## src/rtl/mem_bus_arbiter_if.sv

```systemverilog
// Bundle of fetch port, data port and memory-side signals around mem_bus_arbiter.
// The arbiter connects through the slave modport; requesters and memory use master.
interface mem_bus_arbiter_if #(
    parameter int ADDR_W = 24
);
    logic              f_req;
    logic [ADDR_W-1:0] f_addr;
    logic              f_ack;
    logic [31:0]       f_rdata;
    logic              f_err;

    logic              d_req;
    logic              d_we;
    logic [ADDR_W-1:0] d_addr;
    logic [31:0]       d_wdata;
    logic              d_ack;
    logic [31:0]       d_rdata;
    logic              d_err;

    logic              m_start;
    logic              m_we;
    logic [ADDR_W-1:0] m_addr;
    logic [31:0]       m_wdata;
    logic              m_done;
    logic [31:0]       m_rdata;
    logic              m_abort;
    logic              busy;

    modport slave (
        input  f_req, f_addr, d_req, d_we, d_addr, d_wdata, m_done, m_rdata,
        output f_ack, f_rdata, f_err, d_ack, d_rdata, d_err,
               m_start, m_we, m_addr, m_wdata, m_abort, busy
    );

    modport master (
        output f_req, f_addr, d_req, d_we, d_addr, d_wdata, m_done, m_rdata,
        input  f_ack, f_rdata, f_err, d_ack, d_rdata, d_err,
               m_start, m_we, m_addr, m_wdata, m_abort, busy
    );
endinterface

```

## src/rtl/mem_bus_arbiter.sv

```systemverilog
// Round-robin arbiter sharing one memory port between a fetch and a data requester,
// with a per-transaction timeout that aborts the memory access.
//   state | meaning
//   IDLE  | no transaction; arbitrate and latch winner's request
//   ISSUE | m_start pulse high, timeout counter cleared
//   WAIT  | waiting for m_done or timeout
module mem_bus_arbiter #(
    parameter int ADDR_W  = 24,
    parameter int TIMEOUT = 64
) (
    input logic            clk,
    input logic            rst_n,
    mem_bus_arbiter_if.slave bus
);
    typedef enum logic [1:0] {IDLE, ISSUE, WAIT} state_t;

    localparam logic [7:0] TO_LAST = 8'(TIMEOUT - 1);

    state_t            r_state;
    logic              r_last_d;
    logic              r_win_d;
    logic [7:0]        r_cnt;
    logic              r_f_ack, r_f_err, r_d_ack, r_d_err;
    logic [31:0]       r_f_rdata, r_d_rdata;
    logic              r_m_start, r_m_we, r_m_abort;
    logic [ADDR_W-1:0] r_m_addr;
    logic [31:0]       r_m_wdata;

    logic w_f_req, w_d_req, w_grant_d;

    // A requester still holds req during its ack cycle; mask it so it is not re-granted.
    assign w_f_req   = bus.f_req & ~r_f_ack;
    assign w_d_req   = bus.d_req & ~r_d_ack;
    assign w_grant_d = w_d_req & (~w_f_req | ~r_last_d);

    always_ff @(posedge clk or posedge rst_n) begin
        if (rst_n) begin
            r_state   <= IDLE;
            r_last_d  <= 1'b1;
            r_win_d   <= 1'b0;
            r_cnt     <= '0;
            r_f_ack   <= 1'b0;
            r_f_err   <= 1'b0;
            r_d_ack   <= 1'b0;
            r_d_err   <= 1'b0;
            r_f_rdata <= '0;
            r_d_rdata <= '0;
            r_m_start <= 1'b0;
            r_m_we    <= 1'b0;
            r_m_abort <= 1'b0;
            r_m_addr  <= '0;
            r_m_wdata <= '0;
        end else begin
            r_f_ack   <= 1'b0;
            r_f_err   <= 1'b0;
            r_d_ack   <= 1'b0;
            r_d_err   <= 1'b0;
            r_m_start <= 1'b0;
            r_m_abort <= 1'b0;
            case (r_state)
                IDLE: begin
                    if (w_f_req | w_d_req) begin
                        r_win_d   <= w_grant_d;
                        r_last_d  <= w_grant_d;
                        r_m_addr  <= w_grant_d ? bus.d_addr : bus.f_addr;
                        r_m_we    <= w_grant_d & bus.d_we;
                        r_m_wdata <= w_grant_d ? bus.d_wdata : '0;
                        r_m_start <= 1'b1;
                        r_state   <= ISSUE;
                    end
                end
                ISSUE: begin
                    r_cnt   <= '0;
                    r_state <= WAIT;
                end
                WAIT: begin
                    // Completion takes priority over a timeout landing in the same cycle.
                    if (bus.m_done) begin
                        if (r_win_d) begin
                            r_d_ack <= 1'b1;
                            if (!r_m_we) r_d_rdata <= bus.m_rdata;
                        end else begin
                            r_f_ack   <= 1'b1;
                            r_f_rdata <= bus.m_rdata;
                        end
                        r_state <= IDLE;
                    end else if (r_cnt == TO_LAST) begin
                        r_cnt     <= r_cnt + 8'd1;
                        r_m_abort <= 1'b1;
                        if (r_win_d) begin
                            r_d_ack   <= 1'b1;
                            r_d_err   <= 1'b1;
                            r_d_rdata <= '0;
                        end else begin
                            r_f_ack   <= 1'b1;
                            r_f_err   <= 1'b1;
                            r_f_rdata <= '0;
                        end
                        r_state <= IDLE;
                    end else begin
                        r_cnt <= r_cnt + 8'd1;
                    end
                end
                default: r_state <= IDLE;
            endcase
        end
    end

    assign bus.f_ack   = r_f_ack;
    assign bus.f_err   = r_f_err;
    assign bus.f_rdata = r_f_rdata;
    assign bus.d_ack   = r_d_ack;
    assign bus.d_err   = r_d_err;
    assign bus.d_rdata = r_d_rdata;
    assign bus.m_start = r_m_start;
    assign bus.m_we    = r_m_we;
    assign bus.m_addr  = r_m_addr;
    assign bus.m_wdata = r_m_wdata;
    assign bus.m_abort = r_m_abort;
    assign bus.busy    = (r_state != IDLE);
endmodule

```

## src/flat_wrapper.sv

```systemverilog
// flat-port wrapper written by rule: the top's interface ports become plain ports
module mem_bus_arbiter_flat 
#(
    parameter int ADDR_W  = 24,
    parameter int TIMEOUT = 64
)
  (clk, rst_n, bus_f_req, bus_f_addr, bus_d_req, bus_d_we, bus_d_addr, bus_d_wdata, bus_m_done, bus_m_rdata, bus_f_ack, bus_f_rdata, bus_f_err, bus_d_ack, bus_d_rdata, bus_d_err, bus_m_start, bus_m_we, bus_m_addr, bus_m_wdata, bus_m_abort, bus_busy);
  mem_bus_arbiter_if #(.ADDR_W(ADDR_W)) bus_i ();
  input logic clk;
  input logic rst_n;
  input wire logic [$bits(bus_i.f_req)-1:0] bus_f_req;
  input wire logic [$bits(bus_i.f_addr)-1:0] bus_f_addr;
  input wire logic [$bits(bus_i.d_req)-1:0] bus_d_req;
  input wire logic [$bits(bus_i.d_we)-1:0] bus_d_we;
  input wire logic [$bits(bus_i.d_addr)-1:0] bus_d_addr;
  input wire logic [$bits(bus_i.d_wdata)-1:0] bus_d_wdata;
  input wire logic [$bits(bus_i.m_done)-1:0] bus_m_done;
  input wire logic [$bits(bus_i.m_rdata)-1:0] bus_m_rdata;
  output wire logic [$bits(bus_i.f_ack)-1:0] bus_f_ack;
  output wire logic [$bits(bus_i.f_rdata)-1:0] bus_f_rdata;
  output wire logic [$bits(bus_i.f_err)-1:0] bus_f_err;
  output wire logic [$bits(bus_i.d_ack)-1:0] bus_d_ack;
  output wire logic [$bits(bus_i.d_rdata)-1:0] bus_d_rdata;
  output wire logic [$bits(bus_i.d_err)-1:0] bus_d_err;
  output wire logic [$bits(bus_i.m_start)-1:0] bus_m_start;
  output wire logic [$bits(bus_i.m_we)-1:0] bus_m_we;
  output wire logic [$bits(bus_i.m_addr)-1:0] bus_m_addr;
  output wire logic [$bits(bus_i.m_wdata)-1:0] bus_m_wdata;
  output wire logic [$bits(bus_i.m_abort)-1:0] bus_m_abort;
  output wire logic [$bits(bus_i.busy)-1:0] bus_busy;
  assign bus_i.f_req = bus_f_req;
  assign bus_i.f_addr = bus_f_addr;
  assign bus_i.d_req = bus_d_req;
  assign bus_i.d_we = bus_d_we;
  assign bus_i.d_addr = bus_d_addr;
  assign bus_i.d_wdata = bus_d_wdata;
  assign bus_i.m_done = bus_m_done;
  assign bus_i.m_rdata = bus_m_rdata;
  assign bus_f_ack = bus_i.f_ack;
  assign bus_f_rdata = bus_i.f_rdata;
  assign bus_f_err = bus_i.f_err;
  assign bus_d_ack = bus_i.d_ack;
  assign bus_d_rdata = bus_i.d_rdata;
  assign bus_d_err = bus_i.d_err;
  assign bus_m_start = bus_i.m_start;
  assign bus_m_we = bus_i.m_we;
  assign bus_m_addr = bus_i.m_addr;
  assign bus_m_wdata = bus_i.m_wdata;
  assign bus_m_abort = bus_i.m_abort;
  assign bus_busy = bus_i.busy;
  mem_bus_arbiter #(.ADDR_W(ADDR_W), .TIMEOUT(TIMEOUT)) u_core (.clk(clk), .rst_n(rst_n), .bus(bus_i));
endmodule
```

## config.mk

```make
export PLATFORM = sky130hd
export DESIGN_NAME = mem_bus_arbiter_flat
export DESIGN_NICKNAME = d
export VERILOG_FILES = /design/src/rtl/mem_bus_arbiter_if.sv /design/src/rtl/mem_bus_arbiter.sv /design/src/flat_wrapper.sv
export SDC_FILE = /design/constraint.sdc
export NUM_CORES = 1
export LEC_CHECK = 0
export CORE_MARGIN = 4
export CORE_UTILIZATION = 30
export CTS_CLUSTER_SIZE = 30
export DETAILED_ROUTE_END_ITERATION = 16
export RECOVER_POWER = 50
export SLEW_MARGIN = 20
export SYNTH_ARGS = -nofsm -noshare
export SYNTH_HDL_FRONTEND = slang
export SYNTH_SLANG_ARGS = --single-unit
```

## constraint.sdc

```tcl
create_clock -name clk -period 13.7 [get_ports clk]
set_input_delay 2.74 -clock clk [delete_from_list [all_inputs] [get_ports clk]]
set_output_delay 2.74 -clock clk [all_outputs]
set_load 0.01 [all_outputs]
```

==> results of run 1 <==
## worst reg2reg max path, stage by stage (launching register included)
cell and delay [ps]:
dfrtp_1 790, nand2b_1 190, buf_4 440, a21o_2 720
inv_6 210, a2bb2oi_1 200
## report_power, final
part | internal, mW | switching [mW]
logic | 0.451 | 0.413
clock network | 0.294 | 0.199
registers | 0.586 | 0.125
## routing by layer
metal / global-route usage [%] / wire, µm / share of wire (%)
met1: 23.54 / 9167 / 44
met2: 26.60 / 9368 / 45
met3: 6.873 / 1892 / 9.1
met4: 4.709 / 280 / 1.4
met5: 0 / 13 / 0.063
## metrics by stage
step | util [%] | setup slack [ps] | instance area (µm²) | hold WS, ps | power [mW]
4_1_cts | 46.41 | 8644 | 9482 | 507.5 | 2.159
5_1_grt | 46.37 | 7508 | 9474 | 515.0 | 2.203
3_3_place_gp | 43.28 | 7961 | 8841 | 455.4 | 1.624
3_5_place_dp | 43.35 | 8197 | 8856 | 493.8 | 1.654
2_1_floorplan | - | 7237 | 6275 | 442.9 | 1.174
6_report | 46.37 | 8125 | 9474 | 499.3 | 2.068
## registers in the layout, indices dropped and copies added, names as in the netlist
register	flops
u_core.bus.d_err	1
u_core.bus.m_we	1
u_core.bus.m_addr	24
u_core.bus.m_wdata	32
u_core.bus.m_start	1
u_core.bus.d_ack	1
u_core.r_win_d	1
u_core.r_last_d	1
u_core.r_state	2
u_core.bus.f_rdata	32
u_core.bus.f_ack	1
u_core.bus.m_abort	1
u_core.r_cnt	8
u_core.bus.f_err	1
u_core.bus.d_rdata	32
## cell usage after synthesis (6+ instances only)
library cell | instances | share of area, %
o21ai_0 | 83 | 6.6
buf_2 | 11 | 0.88
and3b_1 | 25 | 3.5
a2bb2oi_1 | 22 | 3.1
a22o_1 | 36 | 5.0
a22oi_1 | 32 | 3.8
a221oi_1 | 24 | 3.3
o2bb2ai_1 | 31 | 4.3
o21ai_1 | 6 | 0.48
dfrtp_1 | 138 | 55
buf_6 | 10 | 1.8
clkbuf_1 | 33 | 2.0
inv_1 | 37 | 2.2
## layout make-up
type	instances	area (µm²)	share of cell area (%)
Inverter	38	148.9	1.572
Timing Repair Buffer	255	2531	26.72
Sequential cell	139	3480	36.73
Clock inverter	15	200.2	2.113
Clock buffer	17	425.4	4.490
Tap cell	270	337.8	3.566
Multi-Input combinational cell	314	2351	24.82
## how the worst min path moves through the flow
stage,end
2_1_floorplan,u_core.r_cnt[7]
3_3_place_gp,u_core.r_cnt[7]
3_5_place_dp,u_core.bus.m_wdata[16]
4_1_cts,u_core.r_cnt[7]
5_1_grt,u_core.bus.m_wdata[20]
6_report,u_core.bus.m_wdata[29]
## layout by cell type (no fill, tap or decap), types with 3 or more instances in the layout
cell               n
inv_6              7
inv_1             36
a22o_1            36
nor2b_1            3
clkdlybuf4s50_1  118
and3b_1           25
dfrtp_1          138
dlygate4sd3_1    127
a2bb2oi_1         22
inv_8              3
nor2_1             3
nand2_1            4
or3b_1             3
o2bb2ai_1         31
buf_4              9
o21ai_0           83
nor4_1             3
a21o_1             4
clkbuf_16         17
a22oi_1           32
nand2b_1           4
bufinv_16          3
o21ai_1            6
a221oi_1          24
## cell families after synthesis
| logic type | count (synthesis) |
|---|---|
| simple gates | 60 |
| flops | 139 |
| mux | 1 |
| compound gates | 252 |
| fa+ha+maj | 1 |
| buf+inv | 95 |
==> metrics.yaml, run 1 <==
clock_tree:
  insertion_delay_ps: 410
  cts_setup_buffers: 0
  cts_tree: "yes"
  cts_max_level: 4
  numCtsBuffers: 17
  clk_pin_slew_worst_paths_ps: 60
  cts_hold_buf: 0
  root_buffer: "clkbuf_16"
  clockBufferDepth: 2
  cts_resized: 0
  cts.sinks: 139
status:
  status: "complete, but fails checks"
  violations: "max-capacitance violations, max-slew violations"
global_route:
  grt_max_degree: 76
  groute.usage.overall_pct: 17.54
  antenna_found_initial: 1
  overflow: 0
  grt_pass1_wl_um: 33440
  grt_pass1_vias: 5623
setup_path:
  crit_family: "buffers and inverters"
  cp.arrival_ps: 5980
  cp-end-kind: "asynchronous set/reset pin"
  slowest_delay_ps: 1630
  slowest_stage: "clkinvlp_2"
  worstPathRequired_ps: 14100
  crit_buf_inv: 3
  setup.worst_path.end: "u_core.bus.m_addr[7]"
  reg2reg_to: "u_core.bus.m_addr[18]"
  crit_cells: 3
  crit_fanout: 75
  rr_worst_depth: 5
  cp-start-kind: "input port"
  r2r_slack_ps: 11020
  crit_path_start: "rst_n"
  worstSetupPathType: "input port to asynchronous set/reset pin"
  reg2reg_from: "u_core.bus.d_ack"
  cp_cell_sequence: "dlygate4sd3_1 > clkinvlp_2 > buf_4"
synthesis:
  synth_edf_count: 0
  seq_area_frac_synth_pct: 55.45
  ys.flop_type: "dfrtp_1"
  syn_avg_cell_area_um2: 11.45
  ys_types: 44
  post_synth_xor_area_fraction_pct: 0
  synth_fp_nets: 667
  muxShareOfSynthArea_pct: 0.1595
  mappedNetlistArea_um2: 6275
  ys.warnings.count: 0
  synth_top_family_by_area: "compound AO/OA/AOI/OAI gates"
  synth_fa_ha_area_share_pct: 0.1994
  synth-simple-area-share_pct: 7.438
  syn_inst: 548
  async_flop_share_pct: 100.0
  synth_compound_area_share_pct: 29.39
  ys_seq_elements: 139
finish:
  nFillCells: 1897
  area_growth_pct: 50.99
  drive_gt1_share_pct: 7.069
  fin_nets: 884
  instances_no_fill: 1048
  antenna_cells: 0
sta:
  max_freq_mhz: 179.4
  rsz0062_at_grt: "false"
  setup-violations-final: 0
  finalSetupTns_ps: 0
  hold_viol: 0
  drv_slew: 66
  maxSlewHeadroom_pct: -93.68
  period_share_pct: 40.69
  clock_skew_ps: 8.072
  finalCriticalPeriod_ps: 5575
  worstMarginPinSlew_ps: 2889
routing:
  ant_nets: 0
  vias: 5503
  drc: 0
  wl_per_cell_um: 19.77
  via_per_inst: 5.251
  drt_iter0_markers: 288
  wl_um: 20720
  dr.pass1.iters: 5
floorplan:
  core_um2: 20430
  die_y_um: 152.6
  dieWidth_um: 152.6
  dieArea_um2: 23290
  start_util_pct: 30.71
  ios: 246
  rows: 52
power:
  powerDensity_nw_per_um2: 218.3
  peakVddDrop_uv: 95.82
  leakage_nw: 4.086
placed_design:
  dp.cells: 1016
  dp_hpwl_um: 14000
  portBuffers: 245
  place.gp.congestion: 0.8204
min_path:
  hp-start: "u_core.bus.m_wdata[29]"
  hp-class: "flip-flop to flip-flop"
  min_path_cells: 1
job:
  drv_cap: 1
(Power assumes the default switching activity.)
==> run 2, diff against run 1 <==
==> constraint.sdc (replaced) <==
create_clock -name clk -period 5.5 [get_ports clk]
set_input_delay 1.1 -clock clk [delete_from_list [all_inputs] [get_ports clk]]
set_output_delay 1.1 -clock clk [all_outputs]
set_load 0.01 [all_outputs]
==> metrics.yaml, run 2 (synthesis results as in run 1) <==
global_route:
  grt_pass1_wl_um: 32980  # was 33,440 µm
  grt_max_degree: 92  # was 76
  groute.usage.overall_pct: 17.31  # was 17.54%
  grt_pass1_vias: 5678  # was 5,623
  overflow: 0  # unchanged
  antenna_found_initial: 1  # unchanged
clock_tree:
  insertion_delay_ps: 410  # about the same
  cts.sinks: 139  # unchanged
  cts_max_level: 4  # unchanged
  cts_resized: 0  # unchanged
  cts_setup_buffers: 0  # unchanged
  cts_tree: "yes"  # unchanged
  clockBufferDepth: 2  # unchanged
  root_buffer: "clkbuf_16"  # unchanged
  numCtsBuffers: 17  # unchanged
  clk_pin_slew_worst_paths_ps: 60  # about the same
  cts_hold_buf: 0  # unchanged
power:
  peakVddDrop_uv: 245.4  # was 95.82 µV
  leakage_nw: 4.067  # was 4.086 nW
  powerDensity_nw_per_um2: 544.2  # was 218.3 nW/µm²
setup_path:
  cp-end-kind: "primary output"  # was asynchronous set/reset pin
  cp_cell_sequence: "or2_1 > buf_4 > clkdlybuf4s50_1"  # was dlygate4sd3_1 > clkinvlp_2 > buf_4
  slowest_stage: "dfrtp_1"  # was clkinvlp_2
  worstPathRequired_ps: 4400  # was 14,100 ps
  worstSetupPathType: "flip-flop to primary output"  # was input port to asynchronous set/reset pin
  slowest_delay_ps: 660  # was 1630 ps
  cp-start-kind: "flip-flop"  # was input port
  crit_fanout: 27  # was 75
  rr_worst_depth: 5  # unchanged
  cp.arrival_ps: 2140  # was 5980 ps
finish:
  instances_no_fill: 1049  # was 1,048
  area_growth_pct: 50.13  # was 50.99%
  nFillCells: 1908  # was 1,897
  fin_nets: 885  # was 884
  multi_input_area_um2: 2355  # was 2351 µm²
  drive_gt1_share_pct: 6.932  # was 7.069%
  antenna_cells: 0  # unchanged
  final_cell_mix: "clkdlybuf4s50_1 (192), dfrtp_1 (138), o21ai_0 (83)"  # was dfrtp_1 (138), dlygate4sd3_1 (127), clkdlybuf4s50_1 (118)
  seqCellArea_um2: 3480  # unchanged
  final_common_cell: "clkdlybuf4s50_1"  # was dfrtp_1
  utilization_pct: 46.11  # was 46.37%
routing:
  drt_iter0_markers: 286  # was 288
  ant_nets: 0  # unchanged
  dr.pass1.iters: 4  # was 5
  vias: 5470  # was 5,503
  wl_um: 20490  # was 20,720 µm
  top_layer: "met5"  # unchanged
  drc: 0  # unchanged
  route.met3.wl_um: 1865  # was 1892 µm
  route.met2.wl_um: 9328  # was 9368 µm
  via_per_inst: 5.214  # was 5.251
  wl_per_cell_um: 19.53  # was 19.77 µm
  drt-met1-wl_um: 9086  # was 9167 µm
floorplan:
  dieArea_um2: 23290  # unchanged
  dieWidth_um: 152.6  # unchanged
  start_util_pct: 30.71  # unchanged
  die_y_um: 152.6  # unchanged
  ios: 246  # unchanged
  rows: 52  # unchanged
  core_um2: 20430  # unchanged
sta:
  period_share_pct: 58.95
  setup_ws_ps: 2258  # was 8125 ps
  maxSlewHeadroom_pct: 2.082  # was -93.68%
  drv_slew: 0  # was 66
  rsz0062_at_grt: "false"  # unchanged
  finalCriticalPeriod_ps: 3242
  setup-violations-final: 0  # unchanged
  hold_viol: 0  # unchanged
  max_freq_mhz: 308.4
  hold_ws_ps: 492.9  # was 499.3 ps
  clock_skew_ps: 11.46  # was 8.072 ps
  worstMarginPinSlew_ps: 1469  # was 2889 ps
  finalSetupTns_ps: 0  # unchanged
placed_design:
  place.gp.congestion: 0.8302  # was 0.8204
  dp.cells: 1017  # was 1,016
  portBuffers: 245  # unchanged
  dp_hpwl_um: 14040  # was 14,000 µm
  place_ws_ps: 1904  # was 8197 ps
min_path:
  hp-class: "flip-flop to flip-flop"  # unchanged
  min_path_cells: 1  # unchanged
job:
  drv_cap: 0  # was 1
status:
  status: "complete, no violations"  # was complete, but fails checks
run 2: cell count changes in the layout (fill, tap and decap cells not counted), moves of 2 or more:
cell             previous run  this run
inv_6                       7         9
clkbuf_1                    0         3
clkinvlp_4                  2         4
dlygate4sd3_1             127        53
buf_4                       9         7
bufinv_16                   3         0
clkdlybuf4s50_1           118       192
run 2: final cells by class:
cell class / instances / share of cell area, %
clock inverter: 14 / 1.328
clock buffer: 18 / 4.662
timing repair buffer: 256 / 26.87
tap: 270 / 3.586
inverter: 38 / 1.620
sequential: 139 / 36.94
multi-input combinational: 314 / 25.00
run 2: final timing paths:
kind	startpoint	end	slack, ps
worst max-delay path	u_core.r_state[0]	bus_busy	2260
worst min-delay path	u_core.r_cnt[7]	u_core.r_cnt[7]	490
worst max register to register	u_core.r_cnt[0]	u_core.bus.f_rdata[14]	2720
worst min register to register	u_core.r_cnt[7]	u_core.r_cnt[7]	490
max in group asynchronous	rst_n	u_core.bus.d_rdata[9]	2270
min in group asynchronous	rst_n	u_core.bus.f_rdata[2]	1380
run 2: critical path: cells and delay by family (launching register included):
| kind | cells | cell delay, ps |
|---|---|---|
| and+or+nand+nor | 1 | 170 |
| DFF | 1 | 660 |
| buffers and inverters | 2 | 900 |
run 2: power by group:
group | switching [mW] | internal [mW]
Sequential | 0.322 | 1.46
Clock | 0.488 | 0.609
Combinational | 1.03 | 1.22
Total | 1.84 | 3.29
run 2: stage by stage:
stage | power [mW] | area, µm²
global placement | 4.050 | 8848
detailed placement | 4.124 | 8865
CTS | 5.259 | 9429
finish | 5.126 | 9420
global route | 5.467 | 9420
floorplan | 2.924 | 6275
run 2: routing by layer:
| metal | vias to the layer above | GRT usage (%) |
|---|---|---|
| met2 | 247 | 26.43 |
| li1 | 2520 | - |
| met3 | 17 | 7.185 |
| met4 | 2 | 3.394 |
| met1 | 2684 | 23.36 |
| met5 | - | 0 |
==> run 3, diff against run 2 <==
==> constraint.sdc (replaced) <==
create_clock -name clk -period 3.3 [get_ports clk]
set_input_delay 0.66 -clock clk [delete_from_list [all_inputs] [get_ports clk]]
set_output_delay 0.66 -clock clk [all_outputs]
set_load 0.01 [all_outputs]
==> metrics.yaml, run 3 (synthesis results as in run 1) <==
status:
  status: "complete, no violations"  # unchanged
clock_tree:
  cts_hold_buf: 0  # unchanged
  numCtsBuffers: 17  # unchanged
  cts.sinks: 139  # unchanged
  insertion_delay_ps: 410  # about the same
  cts_max_level: 4  # unchanged
  cts_setup_buffers: 0  # unchanged
  clockBufferDepth: 2  # unchanged
  clk_pin_slew_worst_paths_ps: 60  # about the same
  root_buffer: "clkbuf_16"  # unchanged
  cts_resized: 0  # unchanged
  cts_tree: "yes"  # unchanged
setup_path:
  cp-end-kind: "flip-flop"  # was primary output
  worstSetupPathType: "flip-flop to flip-flop"  # was flip-flop to primary output
  cp.arrival_ps: 3160  # was 2140 ps
  worstPathRequired_ps: 3640  # was 4400 ps
  rr_worst_depth: 5  # unchanged
  cp-start-kind: "flip-flop"  # unchanged
  crit_fanout: 33  # was 27
sta:
  max_freq_mhz: 355.4
  worstMarginPinSlew_ps: 1369  # was 1469 ps
  hold_viol: 0  # unchanged
  finalSetupTns_ps: 0  # unchanged
  drv_slew: 0  # unchanged
  maxSlewHeadroom_pct: 8.733  # was 2.082%
  finalCriticalPeriod_ps: 2814
  clock_skew_ps: 9.426  # was 11.46 ps
  setup-violations-final: 0  # unchanged
  period_share_pct: 85.27
  rsz0062_at_grt: "false"  # unchanged
  hold_ws_ps: 489.0  # was 492.9 ps
placed_design:
  place.gp.congestion: 0.8238  # was 0.8302
  dp_hpwl_um: 14130  # was 14,040 µm
  placed_area_um2: 8940  # was 8865 µm²
  portBuffers: 245  # unchanged
floorplan:
  start_util_pct: 30.71  # unchanged
  core_um2: 20430  # unchanged
  dieWidth_um: 152.6  # unchanged
  rows: 52  # unchanged
  ios: 246  # unchanged
  die_y_um: 152.6  # unchanged
  dieArea_um2: 23290  # unchanged
routing:
  drt_iter0_markers: 200  # was 286
  wl_per_cell_um: 19.35  # was 19.53 µm
  wl_um: 20450  # was 20,490 µm
  ant_nets: 0  # unchanged
  via_per_inst: 5.239  # was 5.214
  dr.pass1.iters: 5  # was 4
  vias: 5538  # was 5,470
  drc: 0  # unchanged
finish:
  nFillCells: 1891  # was 1,908
  final_cell_mix: "clkdlybuf4s50_1 (196), dfrtp_1 (138), o21ai_0 (83)"  # was clkdlybuf4s50_1 (192), dfrtp_1 (138), o21ai_0 (83)
  drive_gt1_share_pct: 7.497  # was 6.932%
  antenna_cells: 0  # unchanged
  fin_nets: 893  # was 885
  final_common_cell: "clkdlybuf4s50_1"  # unchanged
  final_area_um2: 9453  # was 9420 µm²
  area_growth_pct: 50.65  # was 50.13%
global_route:
  grt_pass1_vias: 5739  # was 5,678
  antenna_found_initial: 1  # unchanged
  groute.usage.overall_pct: 17.19  # was 17.31%
  grt_max_degree: 55  # was 92
  grt_pass1_wl_um: 32750  # was 32,980 µm
  overflow: 0  # unchanged
power:
  peakVddDrop_uv: 390.9  # was 245.4 µV
  powerDensity_nw_per_um2: 904.4  # was 544.2 nW/µm²
  leakage_nw: 4.090  # was 4.067 nW
job:
  drv_cap: 0  # unchanged
min_path:
  min_path_cells: 1  # unchanged
  hp-class: "flip-flop to flip-flop"  # unchanged
run 3: worst paths after layout:
| path | start | end | slack [ps] |
|---|---|---|---|
| worst max-delay path | u_core.r_state[0] | u_core.bus.m_wdata[29] | 490 |
| worst min-delay path | u_core.r_cnt[7] | u_core.r_cnt[7] | 490 |
| worst max register to register | u_core.r_state[0] | u_core.bus.m_wdata[29] | 490 |
| worst min register to register | u_core.r_cnt[7] | u_core.r_cnt[7] | 490 |
| max in group asynchronous | rst_n | u_core.bus.d_rdata[27] | 850 |
| min in group asynchronous | rst_n | u_core.bus.f_rdata[10] | 740 |
run 3: critical path, cell delays in order (launching register included):
cell      delay (ps)
dfrtp_1          650
or2_1            200
clkbuf_1         940
a21o_1           300
buf_4            390
a22o_1           230
run 3: area by class of cell:
type	instances	area [µm²]	area share, %
clock buffers	18	439.2	4.646
clock inverters	14	126.4	1.337
inverters	38	148.9	1.575
multi-input cells	314	2338	24.74
flip-flops and latches	139	3480	36.81
well taps	270	337.8	3.574
repair buffers	264	2582	27.32
run 3: per-layer routing:
metal	track usage [%]	vias up	wire (µm)
met5	0	-	13
met4	4.625	2	308
met1	22.48	2725	8925
met2	26.47	250	9206
li1	-	2539	-
met3	7.100	22	1996
run 3: power by group:
group | switching [mW] | internal [mW]
Combinational | 1.74 | 2.04
Sequential | 0.512 | 2.43
Clock | 0.814 | 1.01
run 3: metrics by stage:
| step | std cells | utilization (%) | total power [mW] | setup WS (ps) |
|---|---|---|---|---|
| floorplan | 548 | - | 4.873 | 905.7 |
| global placement | 1025 | 43.76 | 6.801 | 775.5 |
| detailed placement | 1025 | 43.76 | 6.899 | 669.6 |
| CTS | 1057 | 46.53 | 8.797 | 685.9 |
| global route | 1057 | 46.27 | 9.099 | 292.6 |
| finish | 1057 | 46.27 | 8.549 | 486.2 |
